$ cat config.mk
export PLATFORM = sky130hd
export DESIGN_NAME = ddc_cfg_sequencer
export DESIGN_NICKNAME = d
export VERILOG_FILES = /design/src/rtl/ddc_cfg_sequencer.sv
export SDC_FILE = /design/constraint.sdc
export NUM_CORES = 1
export LEC_CHECK = 0
export BUFFER_PORTS_ARGS = -buffer_cell sky130_fd_sc_hd__buf_2
export CAP_MARGIN = 20
export CORE_UTILIZATION = 50
export CTS_CLUSTER_SIZE = 25
export DETAILED_ROUTE_END_ITERATION = 16
export PLACE_DENSITY_LB_ADDON = 0.2
export REMOVE_ABC_BUFFERS = 1
export SKIP_CTS_REPAIR_TIMING = 1
export SLEW_MARGIN = 20
export SYNTH_ARGS = -nofsm -noshare
export SYNTH_HDL_FRONTEND = slang
export SYNTH_SLANG_ARGS = --single-unit
$ cat constraint.sdc
create_clock -name clk -period 2.1 [get_ports clk]
set_input_delay 0.21 -clock clk [delete_from_list [all_inputs] [get_ports clk]]
set_output_delay 0.21 -clock clk [all_outputs]
set_load 0.01 [all_outputs]
$ cat src/rtl/ddc_cfg_sequencer.sv
// ddc_cfg_sequencer: stops a DDC chain, flushes it, writes its settings in a fixed order, then restarts it.
// Optional macro DDC_CFG_FAST_RETUNE_EN: phase-only retunes skip stop/flush and rewrite just the NCO word.
module ddc_cfg_sequencer #(
  parameter logic [7:0] BASE         = 8'd0,
  parameter int         FLUSH_CYCLES = 16
) (
  input  logic        clk,
  input  logic        rst_n,
  input  logic        cfg_valid,
  output logic        cfg_ready,
  input  logic [9:0]  cfg_decim,
  input  logic [31:0] cfg_phase_inc,
  input  logic [17:0] cfg_scale,
  input  logic        cfg_realmode,
  input  logic        cfg_swap_iq,
  input  logic        run_req,
  output logic        run_out,
  output logic        set_stb,
  output logic [7:0]  set_addr,
  output logic [31:0] set_data,
  output logic        cfg_done,
  output logic        cfg_err
);

  localparam logic [3:0] S_IDLE  = 4'd0;
  localparam logic [3:0] S_CHECK = 4'd1;
  localparam logic [3:0] S_STOP  = 4'd2;
  localparam logic [3:0] S_FLUSH = 4'd3;
  localparam logic [3:0] S_W3    = 4'd4;
  localparam logic [3:0] S_W0    = 4'd5;
  localparam logic [3:0] S_W1    = 4'd6;
  localparam logic [3:0] S_W2    = 4'd7;
  localparam logic [3:0] S_ARM   = 4'd8;

  localparam logic [7:0] FLUSH_LOAD = 8'(FLUSH_CYCLES - 1);

`ifdef DDC_CFG_FAST_RETUNE_EN
  localparam logic FAST_EN = 1'b1;
`else
  localparam logic FAST_EN = 1'b0;
`endif

  logic [3:0]  state_q, state_d;
  logic [7:0]  cnt_q, cnt_d;
  logic        fast_q, fast_d;
  logic        run_q;

  logic [9:0]  req_decim_q;
  logic [31:0] req_phase_q;
  logic [17:0] req_scale_q;
  logic        req_real_q, req_swap_q;

  logic [9:0]  sh_decim_q;
  logic [17:0] sh_scale_q;
  logic        sh_real_q, sh_swap_q, sh_valid_q;

  logic        set_stb_q;
  logic [7:0]  set_addr_q;
  logic [31:0] set_data_q;
  logic        cfg_done_q;

  logic        hb1, hb2;
  logic [9:0]  cic;
  logic        req_bad, fast_hit, force_low;
  logic        wr_stb;
  logic [7:0]  wr_addr;
  logic [31:0] wr_data;

  // NOTE: every always_comb output gets a default first, so no path can infer a latch.
  always_comb begin
    hb1 = 1'b0;
    hb2 = 1'b0;
    cic = req_decim_q;
    if (req_decim_q[1:0] == 2'b00 && req_decim_q >= 10'd4) begin
      hb1 = 1'b1;
      hb2 = 1'b1;
      cic = {2'b00, req_decim_q[9:2]};
    end else if (!req_decim_q[0]) begin
      hb2 = 1'b1;
      cic = {1'b0, req_decim_q[9:1]};
    end
  end

  assign req_bad  = (cic == 10'd0) || (cic > 10'd255);
  assign fast_hit = FAST_EN && sh_valid_q &&
                    (req_decim_q == sh_decim_q) && (req_scale_q == sh_scale_q) &&
                    (req_real_q == sh_real_q) && (req_swap_q == sh_swap_q);

  always_comb begin
    state_d = state_q;
    cnt_d   = cnt_q;
    fast_d  = fast_q;
    case (state_q)
      S_IDLE:  if (cfg_valid) state_d = S_CHECK;
      S_CHECK: begin
        if (req_bad) begin
          state_d = S_IDLE;
        end else if (fast_hit) begin
          state_d = S_W0;
          fast_d  = 1'b1;
        end else begin
          state_d = S_STOP;
          fast_d  = 1'b0;
        end
      end
      S_STOP: begin
        cnt_d   = FLUSH_LOAD;
        state_d = S_FLUSH;
      end
      S_FLUSH: begin
        if (cnt_q == 8'd0) state_d = S_W3;
        else               cnt_d   = cnt_q - 8'd1;
      end
      S_W3:    state_d = S_W0;
      S_W0:    state_d = fast_q ? S_ARM : S_W1;
      S_W1:    state_d = S_W2;
      S_W2:    state_d = S_ARM;
      default: state_d = S_IDLE;
    endcase
  end

  // Bus fields are decoded from the next state so the strobe lines up with the write state.
  always_comb begin
    wr_stb  = 1'b1;
    wr_addr = BASE;
    wr_data = 32'd0;
    case (state_d)
      S_W3: begin
        wr_addr = BASE + 8'd3;
        wr_data = {30'd0, req_real_q, req_swap_q};
      end
      S_W0: wr_data = req_phase_q;
      S_W1: begin
        wr_addr = BASE + 8'd1;
        wr_data = {14'd0, req_scale_q};
      end
      S_W2: begin
        wr_addr = BASE + 8'd2;
        wr_data = {22'd0, hb1, hb2, cic[7:0]};
      end
      default: wr_stb = 1'b0;
    endcase
  end

  // NOTE: reset is synchronous here, so it lives inside the clocked branch rather than the sensitivity list.
  always_ff @(posedge clk) begin
    if (!rst_n) begin
      state_q     <= S_IDLE;
      cnt_q       <= 8'd0;
      fast_q      <= 1'b0;
      run_q       <= 1'b0;
      req_decim_q <= 10'd0;
      req_phase_q <= 32'd0;
      req_scale_q <= 18'd0;
      req_real_q  <= 1'b0;
      req_swap_q  <= 1'b0;
      sh_decim_q  <= 10'd0;
      sh_scale_q  <= 18'd0;
      sh_real_q   <= 1'b0;
      sh_swap_q   <= 1'b0;
      sh_valid_q  <= 1'b0;
      set_stb_q   <= 1'b0;
      set_addr_q  <= 8'd0;
      set_data_q  <= 32'd0;
      cfg_done_q  <= 1'b0;
    end else begin
      state_q <= state_d;
      cnt_q   <= cnt_d;
      fast_q  <= fast_d;
      if (cfg_valid && cfg_ready) begin
        req_decim_q <= cfg_decim;
        req_phase_q <= cfg_phase_inc;
        req_scale_q <= cfg_scale;
        req_real_q  <= cfg_realmode;
        req_swap_q  <= cfg_swap_iq;
      end
      // run_req is frozen while a sequence is in flight and re-sampled from ARM onward.
      if (state_q == S_IDLE || state_q == S_ARM) run_q <= run_req;
      if (state_q == S_ARM) begin
        sh_decim_q <= req_decim_q;
        sh_scale_q <= req_scale_q;
        sh_real_q  <= req_real_q;
        sh_swap_q  <= req_swap_q;
        sh_valid_q <= 1'b1;
      end
      set_stb_q <= wr_stb;
      if (wr_stb) begin
        set_addr_q <= wr_addr;
        set_data_q <= wr_data;
      end
      cfg_done_q <= (state_q == S_ARM);
    end
  end

  assign force_low = !fast_q &&
                     (state_q == S_STOP || state_q == S_FLUSH || state_q == S_W3 ||
                      state_q == S_W0   || state_q == S_W1    || state_q == S_W2);

  assign cfg_ready = (state_q == S_IDLE);
  assign cfg_err   = (state_q == S_CHECK) && req_bad;
  assign run_out   = run_q && !force_low;
  assign set_stb   = set_stb_q;
  assign set_addr  = set_addr_q;
  assign set_data  = set_data_q;
  assign cfg_done  = cfg_done_q;

endmodule
Word-level counts from Yosys, hierarchy flattened
Cells that the tools add are included.
{"block": "classes", "n_mux": 14, "n_lt_le_gt_ge": 2, "addsub": 1, "eq_ne": 13, "reduce_logical": 19}
{"operator": "$pmux W32 S4", "n": 1}
{"operator": "$eq A4 B3 Y1 const B", "n": 8}
{"operator": "$pmux W4 S8", "n": 1}
{"operator": "$mux W10", "n": 2}
{"operator": "$pmux W8 S2", "n": 1}
{"operator": "$ge A10 B3 Y1 const B", "n": 1}
{"operator": "$gt A10 B8 Y1 const B", "n": 1}
{"operator": "$logic_not A10 Y1", "n": 1}
{"operator": "$eq A4 B2 Y1 const B", "n": 2}
{"operator": "$logic_not A8 Y1", "n": 1}
{"operator": "$mux W4", "n": 2}
{"operator": "$mux W8", "n": 1}
{"operator": "$sub A8 B1 Y8 const B", "n": 1}
{"operator": "$logic_or A1 B1 Y1", "n": 7}
{"operator": "$pmux W2 S3", "n": 1}
{"operator": "$eq A4 B1 Y1 const B", "n": 1}
{"operator": "$eq A4 B4 Y1 const B", "n": 1}
{"operator": "$logic_and A1 B1 Y1", "n": 4}
{"operator": "$logic_not A4 Y1", "n": 1}
{"operator": "$mux W1", "n": 4}
{"operator": "$reduce_or A4 Y1", "n": 1}
{"operator": "$logic_not A2 Y1", "n": 1}
{"operator": "$mux W2", "n": 1}
{"operator": "$ne A2 B2 Y1 const B", "n": 1}
{"operator": "3 further kinds", "n": 3}
{"block": "totals", "register_bits": 117, "inputBits": 66, "out_inout_bits": 45, "word_cells": 61}

Logic depth before layout (Yosys ltp)
Gate-level depths: netlist of the first run.
{"block": "depth", "word_depth": 10, "mapped_depth": 8, "depth_no_buf": 7}

Worst setup path before layout of the first run
No wires, ideal clock.
{"block": "synth_path", "path_type": "register -> register", "startpoint": "reg cnt_q[0]", "endpoint": "reg set_data_q[14] (netlist: set_data[14])", "stages_incl_launch_ff": 9, "required_ns": 1.972, "arrival_ns": 1.732, "setup_time_ns": 0.128, "path_buffers": 1, "slack_ns": 0.240, "cell_sequence": "dfxtp_1 -> inv_1 -> ha_1 -> nor3b_1 -> and2_2 -> a22oi_4 -> buf_6 -> a222oi_1 -> nor2_1"}
{"block": "synth_via", "elab_chain_cells": 6}
{"element": "from (decl)", "line_no": "44", "source": "logic [7:0] cnt_q, cnt_d;"}
{"element": "from (signal assigned)", "line_no": "168", "source": "cnt_q <= cnt_d;"}
{"element": "$logic_not A8 Y1 (*)", "line_no": "111", "source": "if (cnt_q == 8'd0) state_d = S_W3;"}
{"element": "$mux W4 (*)", "line_no": "111"}
{"element": "$pmux W4 S8 (*)", "line_no": "93", "source": "case (state_q)"}
{"element": "$eq A4 B3 Y1", "line_no": "127", "source": "case (state_d)"}
{"element": "$reduce_or A4 Y1 (no line)"}
{"element": "$mux W1", "line_no": "127"}
{"element": "to (signal assigned)", "line_no": "189", "source": "set_data_q <= wr_data;"}
{"element": "to (decl)", "line_no": "59", "source": "logic [31:0] set_data_q;"}
Mark *: on every way between the ends. The rest lies on a longest branch, timed or not.
A chain may end at the register's enable or synchronous reset.

Worst setup path after layout of the first run
{"block": "layout_path", "startpoint": "reg cnt_q[0]", "endpoint": "reg set_data_q[11] (netlist: set_data[11])"}
The elaborated chain is that of the path after synthesis.

==> metrics.csv, run 1 <==
stage,metric,value,unit
logic_synthesis,synth_cell_types,47,
sta,finalHoldViolCount,0,
sta,relSlewSlack,0.6092,
floorplan,dieArea,9201,um^2
clock_tree,cts.sinks,111,
logic_synthesis,dominantRegCellSynth,dfxtp_1,
floorplan,coreArea,8382,um^2
clock_tree,cts_buffers,9,
global_routing,grt_pass1_vias,3688,
clock_tree,cts_buffer_depth,2,
place,dp_cells,722,
logic_synthesis,synth_edf_count,0,
detailed_routing,detail-route-antenna-nets,0,
sta,tightest_slew,584.1,ps
layout,fin_area,5280,um^2
logic_synthesis,ys_seq_elements,111,
detailed_routing,drtIter0Drc,244,
detailed_routing,via_count,3985,
power_and_ir_drop,leakagePower,2.195,nW
floorplan,start_util,0.5262,
worst_setup_path,worstSetupPathType,reg -> reg,
layout,finalNetCount,697,
detailed_routing,via_per_inst,5.392,
worst_setup_path,cp-startpoint,cnt_q[0],
worst_setup_path,crit_slowest_cell,a222oi_1,
logic_synthesis,postSynthCellCount,533,
worst_setup_path,cp_num_buf_inv,2,
floorplan,rows,33,
place,port_buffers,104,
global_routing,grt.total_usage,0.2338,
sta,fin_skew,13.29,ps
sta,drv_slew,0,
sta,setup_viol,0,
sta,worst_slack,123.3,ps
place,placed_cell_area,5077,um^2
floorplan,dieHeight,95.92,um
logic_synthesis,synth_area,4410,um^2
place,pre_cts_ws,39.17,ps
floorplan,die_w,95.92,um
global_routing,antenna_found_initial,0,
layout,drive_above_1_share,0.2445,
worst_hold_path,min_path_type,in -> reg,
detailed_routing,wire_per_inst,14.17,um
global_routing,grt_overflow,0,
detailed_routing,drc,0,
logic_synthesis,ys_warn_count,0,
clock_tree,cts.clk_slew.worst_paths,110,ps
logic_synthesis,yosysTopAreaCell,dfxtp_1,
worst_setup_path,slowest_delay,360,ps
place,dp_hpwl,7016,um
logic_synthesis,async_reset_ff_frac,0,
clock_tree,cts_tree,built,
logic_synthesis,synth-seq-area-share,0.5038,
run_status,status,finished clean,
worst_setup_path,rrSetupSlack,120,ps
worst_setup_path,required,2360,ps
place,place.gp.congestion,0.8423,
logic_synthesis,synth_top_area_share,0.5038,
layout,area_delta_synth_final,19.72,%
clock_tree,root_buffer,clkbuf_8,
worst_setup_path,cpLargestDelayFamily,simple AND/OR/NAND/NOR gates,
clock_tree,worstSkewPairLatency,360,ps
layout,mostFrequentLayoutCells,"142 x nand2_1, 111 x dfxtp_1, 104 x buf_2",
worst_setup_path,crit_path_max_fanout,11,
run,maxCapViolations,0,
detailed_routing,finalWirelength,10470,um
worst_setup_path,start_kind,flop,
global_routing,grt_max_degree,63,
power_and_ir_drop,ir_drop,0.0004042,V
power_and_ir_drop,powerDensity,915.4,nW/um^2
worst_setup_path,reg2reg_to,set_data[11],
sta,period_needed,1977,ps
worst_setup_path,crit_path_end_kind,flop,
logic_synthesis,ys_top_cells_by_area,"dfxtp_1 50%, nand2_1 12%, a21oi_1 8.6%",
worst_hold_path,hold_end,req_phase_q[23],
worst_setup_path,reg2reg_depth,8,
worst_setup_path,reg2reg_from,cnt_q[0],
worst_hold_path,hold_start,cfg_phase_inc[23],
worst_hold_path,hold_depth,3,
detailed_routing,drt_pass1_iterations,5,
layout,layout_commonest_cell,nand2_1,
floorplan,io_pins,111,
layout,insertedDiodeCount,0,
clock_tree,h-tree-depth,3,
sta,period_share,0.9413,
logic_synthesis,syn_avg_cell_area,8.275,um^2
sta,max_freq,0.5059,GHz
worst_setup_path,path_cells,inv_1 -> ha_1 -> nor3b_2 -> and2_2 -> a22oi_4 -> buf_4 -> a222oi_1 -> nor2_1,
layout,stdcell_count,739,
sta,holdWs,68.47,ps
worst_setup_path,cp.arrival,2240,ps
power_and_ir_drop,power.total,4.834,mW
global_routing,grt_pass1_wl,16760,um
## synth_stat cells (all sizes together) (6+ instances only)
| cell type | count |
|---|---|
| a222oi | 14 |
| buf | 25 |
| o21ai | 9 |
| a22oi | 16 |
| dfxtp | 111 |
| a21oi | 76 |
| inv | 7 |
| o211ai | 6 |
| nand2 | 143 |
| nand2b | 6 |
| xor2 | 6 |
| mux2i | 6 |
| nor2 | 39 |
| nor3 | 9 |
| clkbuf | 20 |
## registers in the layout, indices dropped and copies added (netlist names)
register,flops
req_real_q,1
set_stb,1
req_scale_q,18
req_phase_q,32
cfg_done,1
req_swap_q,1
req_decim_q,10
set_data,32
state_q,4
set_addr,2
run_q,1
cnt_q,8
## logic make-up after synthesis
kind of cell | after synthesis | share of synthesized area
simple gates | 219 | 0.2122
compound gates | 136 | 0.1966
flops | 111 | 0.5038
buf+inv | 53 | 0.05815
xor+xnor | 6 | 0.01191
mux | 6 | 0.01362
fa+ha+maj | 1 | 0.002836
other cells | 1 | 0.0008502
## tightest hold or removal path, stage by stage
cell	delay, ps
buf_2	90
nand2_1	40
a21oi_1	50
## metrics by stage
| step | utilization | TNS [ps] |
|---|---|---|
| after floorplan | - | -32410 |
| after CTS | 0.6261 | -87.50 |
| after global placement | 0.6058 | 0 |
| after global routing | 0.6299 | -15.34 |
| final | 0.6299 | 0 |
| after detailed placement | 0.6058 | 0 |
## power by group
part	total (mW)	internal, mW	switching, mW
Clock	1.15	0.434	0.715
Combinational	1.22	0.501	0.721
Sequential	2.46	2.30	0.158
Total	4.83	3.24	1.59
## metal layers
metal	global-route usage	vias up	wire length, um
met4	0.06592	0	112
met5	0	-	0
met2	0.3869	131	5020
li1	-	2003	-
met1	0.3021	1840	4607
met3	0.05924	11	727
## how the worst max path moves through the flow
stage                     end  slack (ps)  cells past startpoint
2_1_floorplan  req_decim_q[0]        -500                      4
3_5_place_dp     set_data[11]          40                      8
4_1_cts               cfg_err         -90                      5
5_1_grt          set_data[10]          -9                      8
6_report         set_data[11]         120                      8
3_3_place_gp     set_data[15]         130                      8
## layout make-up
cell class | instances | area, um^2
Multi-Input combinational cell | 374 | 1978
Fill cell | 793 | 3102
Timing Repair Buffer | 126 | 748.2
Sequential cell | 111 | 2222
Tap cell | 105 | 131.4
Clock inverter | 6 | 46.29
Clock buffer | 9 | 123.9
Inverter | 8 | 30.03
Power figures use the tool's default switching activity.
==> inputs of run 2 (changes only) <==
--- a/config.mk
+++ b/config.mk
@@ -7,7 +7,9 @@
 export LEC_CHECK = 0
 export BUFFER_PORTS_ARGS = -buffer_cell sky130_fd_sc_hd__buf_2
 export CAP_MARGIN = 20
-export CORE_UTILIZATION = 50
+export CELL_PAD_IN_SITES_DETAIL_PLACEMENT = 0
+export CELL_PAD_IN_SITES_GLOBAL_PLACEMENT = 1
+export CORE_UTILIZATION = 38
 export CTS_CLUSTER_SIZE = 25
 export DETAILED_ROUTE_END_ITERATION = 16
 export PLACE_DENSITY_LB_ADDON = 0.2
==> run 2 against run 1 <==
Against the previous run:
- power is 9.4% higher
- critical path depth is 3 lower
- clock-buffer cell count is 1 higher
- global-route usage is 4.7 points lower
- routed wire length is 3.5% higher
- critical endpoint is now cfg_err
==> metrics.csv, run 2 (synthesis gave the netlist of run 1 again) <==
stage,metric,value,unit,change
run_status,status,finished clean,,unchanged
floorplan,die_w,109.7,um,was 95.92 um
floorplan,io_pins,111,,unchanged
power_and_ir_drop,leakagePower,2.228,nW,was 2.195 nW
worst_setup_path,reg2reg_to,cnt_q[6],,was set_data[11]
clock_tree,cts.sinks,111,,unchanged
power_and_ir_drop,ir_drop,0.0006541,V,was 0.0004042 V
worst_setup_path,start_kind,flop,,unchanged
global_routing,grt_overflow,0,,unchanged
worst_setup_path,reg2reg_depth,8,,unchanged
sta,setup_viol,0,,unchanged
layout,layout_commonest_cell,nand2_1,,unchanged
worst_hold_path,min_path_type,in -> reg,,unchanged
place,pre_cts_ws,176.6,ps,was 39.17 ps
sta,rsz0062_at_grt,false,,
clock_tree,h-tree-depth,3,,unchanged
sta,fin_skew,10.04,ps,was 13.29 ps
power_and_ir_drop,pwr-share-seq,0.466,,was 0.510
worst_setup_path,rrSetupSlack,200,ps,was 120 ps
layout,mostFrequentLayoutCells,"142 x nand2_1, 110 x dfxtp_1, 104 x buf_2",,"was 142 x nand2_1, 111 x dfxtp_1, 104 x buf_2"
layout,insertedDiodeCount,0,,unchanged
worst_hold_path,hold_depth,3,,unchanged
layout,fillCellCount,1133,,was 793
power_and_ir_drop,clkPwrFrac,0.305,,was 0.238
sta,finalHoldViolCount,0,,unchanged
place,dp_cells,754,,was 722
global_routing,grt.total_usage,0.1872,,was 0.2338
power_and_ir_drop,power.total,5.288,mW,was 4.834 mW
place,dp_hpwl,7189,um,was 7016 um
clock_tree,root_buffer,clkbuf_16,,was clkbuf_8
sta,period_share,0.9190,,was 0.9413
power_and_ir_drop,combinationalPowerShare,0.229,,was 0.253
layout,area_delta_synth_final,22.52,%,was 19.72%
layout,ff_latch_area,2223,um^2,was 2222 um^2
worst_setup_path,required,1890,ps,was 2360 ps
floorplan,dieArea,12040,um^2,was 9201 um^2
worst_setup_path,crit_path_end_kind,output port,,was flop
layout,stdcell_count,770,,was 739
run,maxCapViolations,0,,unchanged
detailed_routing,detail-route-antenna-nets,0,,unchanged
floorplan,coreArea,11080,um^2,was 8382 um^2
detailed_routing,drc,0,,unchanged
power_and_ir_drop,power.switching,1.659,mW,was 1.594 mW
global_routing,antenna_found_initial,0,,unchanged
sta,worst_slack,170.0,ps,was 123.3 ps
detailed_routing,finalWirelength,10830,um,was 10470 um
worst_setup_path,reg2reg_from,cnt_q[0],,unchanged
worst_setup_path,cp.arrival,1720,ps,was 2240 ps
place,port_buffers,104,,unchanged
layout,multiInputGateArea,1966,um^2,was 1978 um^2
worst_hold_path,hold_start,cfg_phase_inc[22],,was cfg_phase_inc[23]
clock_tree,cts_tree,built,,unchanged
detailed_routing,drt_pass1_iterations,5,,unchanged
global_routing,grt_pass1_wl,17680,um,was 16760 um
power_and_ir_drop,powerDensity,978.6,nW/um^2,was 915.4 nW/um^2
sta,tns,0,ps,unchanged
power_and_ir_drop,p_sw_frac,0.3138,,was 0.3297
clock_tree,cts_buffer_depth,2,,unchanged
clock_tree,cts_buffers,9,,unchanged
place,place.gp.congestion,0.8011,,was 0.8423
global_routing,grt_max_degree,67,,was 63
floorplan,rows,38,,was 33
clock_tree,worstSkewPairLatency,340,ps,was 360 ps
sta,max_freq,0.5181,GHz,was 0.5059 GHz
layout,fin_area,5404,um^2,was 5280 um^2
worst_setup_path,crit_path_max_fanout,5,,was 11
sta,period_needed,1930,ps,was 1977 ps
worst_hold_path,hold_end,req_phase_q[22],,was req_phase_q[23]
clock_tree,cts.clk_slew.worst_paths,80,ps,was 110 ps
layout,finalNetCount,692,,was 697
layout,drive_above_1_share,0.2365,,was 0.2445
power_and_ir_drop,intPower,3.629,mW,was 3.240 mW
floorplan,dieHeight,109.7,um,was 95.92 um
global_routing,grt_pass1_vias,3689,,was 3688
floorplan,start_util,0.3981,,was 0.5262
worst_setup_path,worstSetupPathType,reg -> out,,was reg -> reg
place,placed_cell_area,5112,um^2,was 5077 um^2
detailed_routing,via_count,3879,,was 3985
detailed_routing,via_per_inst,5.038,,was 5.392
detailed_routing,wire_per_inst,14.07,um,was 14.17 um
sta,drv_slew,0,,unchanged
detailed_routing,drtIter0Drc,219,,was 244
-- run 2: changes by cell type in the layout (fill, tap and decap cells not counted), sizes merged --
| cell | previous run | this run |
|---|---|---|
| inv | 10 | 9 |
| clkinvlp | 2 | 0 |
| buf | 126 | 121 |
| clkbuf | 9 | 10 |
| clkinv | 2 | 5 |
-- run 2: cell type report --
cell class,count,area share
Sequential cell,111,0.4114
Multi-Input combinational cell,374,0.3637
Timing Repair Buffer,121,0.1338
Clock buffer,10,0.04237
Tap cell,140,0.03241
Clock inverter,6,0.01042
Inverter,8,0.005788
-- run 2: per-layer routing --
layer	vias to the layer above	global-route usage	part of all wire
met5	-	0	0
met4	0	0.05429	0.0099
met3	9	0.03794	0.048
met2	79	0.3136	0.47
met1	1786	0.2429	0.47
li1	2005	-	-
-- run 2: how the worst max path moves through the flow --
stage	to	depth (start not counted)	slack, ps	start
detailed placement	set_data[14]	8	180	cnt_q[0]
finish	cfg_err	5	170	req_decim_q[6]
CTS	cfg_err	4	110	state_q[0]
floorplan	req_decim_q[0]	4	-500	state_q[0]
global route	cnt_q[6]	8	10	cnt_q[0]
global placement	set_data[12]	8	250	cnt_q[0]
-- run 2: worst max-delay path, stage by stage (launching register included) --
cell and delay (ps):
dfxtp_1 350, nor4_1 280, a211o_1 230, nand2_1 60, nor4_1 250, buf_2 200
-- run 2: power groups by stage --
| stage | clock network (mW) | logic [mW] | registers (mW) |
|---|---|---|---|
| finish | 1.62 | 1.21 | 2.46 |
| global route | 1.76 | 1.37 | 2.49 |
| global placement | 0 | 1.20 | 2.50 |
| detailed placement | 0 | 1.22 | 2.51 |
| CTS | 1.67 | 1.22 | 2.46 |
| floorplan | 0 | 0.750 | 2.50 |
-- run 2: per-stage QoR --
step,util,hold slack [ps]
floorplan,-,341.2
global placement,0.4615,441.5
detailed placement,0.4615,446.0
CTS,0.4872,86.81
global route,0.4878,96.61
finish,0.4878,98.85
==> inputs of run 3 (changes only) <==
==> constraint.sdc (replaced) <==
create_clock -name clk -period 2.15 [get_ports clk]
set_input_delay 0.215 -clock clk [delete_from_list [all_inputs] [get_ports clk]]
set_output_delay 0.215 -clock clk [all_outputs]
set_load 0.01 [all_outputs]
==> run 3 against run 2 <==
Against the previous run:
- power increased by 1.6%
- clock-buffer cell count shrank 1
- sequential cell count did not move
- final cell count is 0.13% higher
- design area grew 0.79%
- non-clock buffer count increased by 2
- first-iteration DRC count up 11%
- die area unchanged
- critical endpoint is now set_data[3]
==> metrics.csv, run 3 (synthesis gave the netlist of run 1 again) <==
stage,metric,value,unit,change
clock_tree,h-tree-depth,3,,unchanged
worst_setup_path,cp_num_buf_inv,2,,was 1
worst_setup_path,worstSetupPathType,reg -> reg,,was reg -> out
layout,fin_area,5446,um^2,was 5404 um^2
detailed_routing,drtIter0Drc,242,,was 219
clock_tree,cts_buffer_depth,2,,unchanged
place,dp_cells,756,,was 754
power_and_ir_drop,leakagePower,2.244,nW,was 2.228 nW
worst_setup_path,crit_path_max_fanout,21,,was 5
global_routing,antenna_found_initial,0,,unchanged
global_routing,grt.total_usage,0.1936,,was 0.1872
sta,drv_slew,0,,unchanged
sta,fin_skew,6.074,ps,was 10.04 ps
floorplan,rows,38,,unchanged
power_and_ir_drop,p_sw_frac,0.3021,,was 0.3138
detailed_routing,via_count,3961,,was 3879
run,maxCapViolations,0,,unchanged
sta,finalHoldViolCount,0,,unchanged
run_status,status,finished clean,,unchanged
detailed_routing,detail-route-antenna-nets,0,,unchanged
power_and_ir_drop,ir_drop,0.0006606,V,was 0.0006541 V
sta,max_freq,0.5036,GHz,
sta,setup_viol,0,,unchanged
detailed_routing,wire_per_inst,14.62,um,was 14.07 um
power_and_ir_drop,combinationalPowerShare,0.220,,was 0.229
layout,finalNetCount,694,,was 692
power_and_ir_drop,powerDensity,986.4,nW/um^2,was 978.6 nW/um^2
floorplan,coreArea,11080,um^2,unchanged
layout,insertedDiodeCount,0,,unchanged
detailed_routing,via_per_inst,5.137,,was 5.038
layout,fin_util,0.4916,,was 0.4878
global_routing,grt_pass1_wl,17800,um,was 17680 um
floorplan,dieArea,12040,um^2,unchanged
clock_tree,cts.clk_slew.worst_paths,70,ps,was 80 ps
worst_setup_path,slowest_delay,340,ps,was 350 ps
clock_tree,worstSkewPairLatency,350,ps,was 340 ps
global_routing,grt_pass1_vias,3624,,was 3689
detailed_routing,drt_pass1_iterations,6,,was 5
sta,period_needed,1986,ps,
global_routing,grt_overflow,0,,unchanged
sta,relSlewSlack,0.4935,,
worst_setup_path,required,2380,ps,was 1890 ps
layout,stdcell_count,771,,was 770
power_and_ir_drop,power.switching,1.623,mW,was 1.659 mW
detailed_routing,drc,0,,unchanged
clock_tree,cts.sinks,111,,unchanged
power_and_ir_drop,intPower,3.749,mW,was 3.629 mW
clock_tree,cts_tree,built,,unchanged
worst_setup_path,cp.arrival,2210,ps,was 1720 ps
floorplan,io_pins,111,,unchanged
worst_setup_path,cpLargestDelayFamily,compound AO/OA/AOI/OAI gates,,was simple AND/OR/NAND/NOR gates
clock_tree,cts_buffers,9,,unchanged
floorplan,die_w,109.7,um,unchanged
worst_setup_path,start_kind,flop,,unchanged
worst_setup_path,crit_path_end_kind,flop,,was output port
global_routing,grt_max_degree,70,,was 67
clock_tree,root_buffer,clkbuf_16,,unchanged
layout,layout_commonest_cell,nand2_1,,unchanged
worst_setup_path,crit_slowest_cell,dfxtp_1,,unchanged
place,place.gp.congestion,0.7791,,was 0.8011
layout,mostFrequentLayoutCells,"142 x nand2_1, 111 x dfxtp_1, 104 x buf_2",,"was 142 x nand2_1, 110 x dfxtp_1, 104 x buf_2"
worst_hold_path,min_path_type,in -> reg,,unchanged
floorplan,dieHeight,109.7,um,unchanged
layout,drive_above_1_share,0.2393,,was 0.2365
layout,area_delta_synth_final,23.49,%,was 22.52%
place,placed_cell_area,5117,um^2,was 5112 um^2
place,dp_hpwl,7457,um,was 7189 um
place,port_buffers,104,,unchanged
worst_setup_path,path_cells,inv_1 -> ha_1 -> nor3b_4 -> and2_2 -> a22oi_4 -> buf_12 -> a222oi_1 -> a21oi_1,,was nor4_1 -> a211o_1 -> nand2_1 -> nor4_1 -> buf_2
detailed_routing,finalWirelength,11270,um,was 10830 um
power_and_ir_drop,clkPwrFrac,0.331,,was 0.305
sta,tightest_slew,758.9,ps,
power_and_ir_drop,pwr-share-seq,0.448,,was 0.466
floorplan,start_util,0.3981,,unchanged
sta,period_share,0.9237,,
-- run 3: cell types whose count changed in the layout (fill, tap and decap cells not counted), moves of 2 or more --
cell	before	now
bufinv_16	0	2
clkinvlp_4	0	2
clkinv_4	2	0
buf_4	11	14
-- run 3: cell type report --
| class | instances | area, um^2 |
|---|---|---|
| clock inverters | 6 | 92.59 |
| repair buffers | 123 | 725.7 |
| flip-flops and latches | 111 | 2222 |
| inverters | 8 | 31.28 |
| well taps | 140 | 175.2 |
| clock buffers | 9 | 225.2 |
| fillers | 1140 | 5632 |
| multi-input cells | 374 | 1974 |
-- run 3: path summary, 6_finish.rpt --
| check | endpoint | slack [ps] | startpoint | depth (start not counted) |
|---|---|---|---|---|
| setup / recovery | set_data[3] | 160 | cnt_q[0] | 8 |
| hold / removal | req_scale_q[3] | 100 | cfg_scale[3] | 3 |
| setup reg to reg | set_data[3] | 160 | cnt_q[0] | 8 |
| hold reg to reg | req_phase_q[16] | 460 | req_phase_q[16] | 2 |
-- run 3: per-layer routing --
metal	global-route usage	up-vias	wire length, um
met4	0.06667	0	160
met3	0.05216	14	689
met2	0.3086	116	5439
met1	0.2520	1830	4981
met5	0	-	0
li1	-	2001	-
-- run 3: power groups by stage --
| stage | logic [mW] | clock network, mW | registers [mW] |
|---|---|---|---|
| after floorplan | 0.733 | 0 | 2.44 |
| after global placement | 1.16 | 0 | 2.44 |
| after detailed placement | 1.17 | 0 | 2.45 |
| after CTS | 1.18 | 1.83 | 2.40 |
| after global routing | 1.34 | 1.90 | 2.44 |
| final | 1.18 | 1.78 | 2.41 |
-- run 3: worst min-delay path, cell delays in order --
cell and delay [ps]:
buf_2 90, nand2_1 40, a21oi_1 50
-- run 3: per-stage QoR --
step,power (mW),setup TNS [ps],setup WS [ps],hold slack (ps)
global placement,3.600,0,133.9,441.5
finish,5.372,0,164.1,98.97
detailed placement,3.624,0,28.66,446.0
floorplan,3.175,-28650,-453.0,346.2
CTS,5.408,0,17.63,87.26
global route,5.677,-6.597,-6.547,89.08
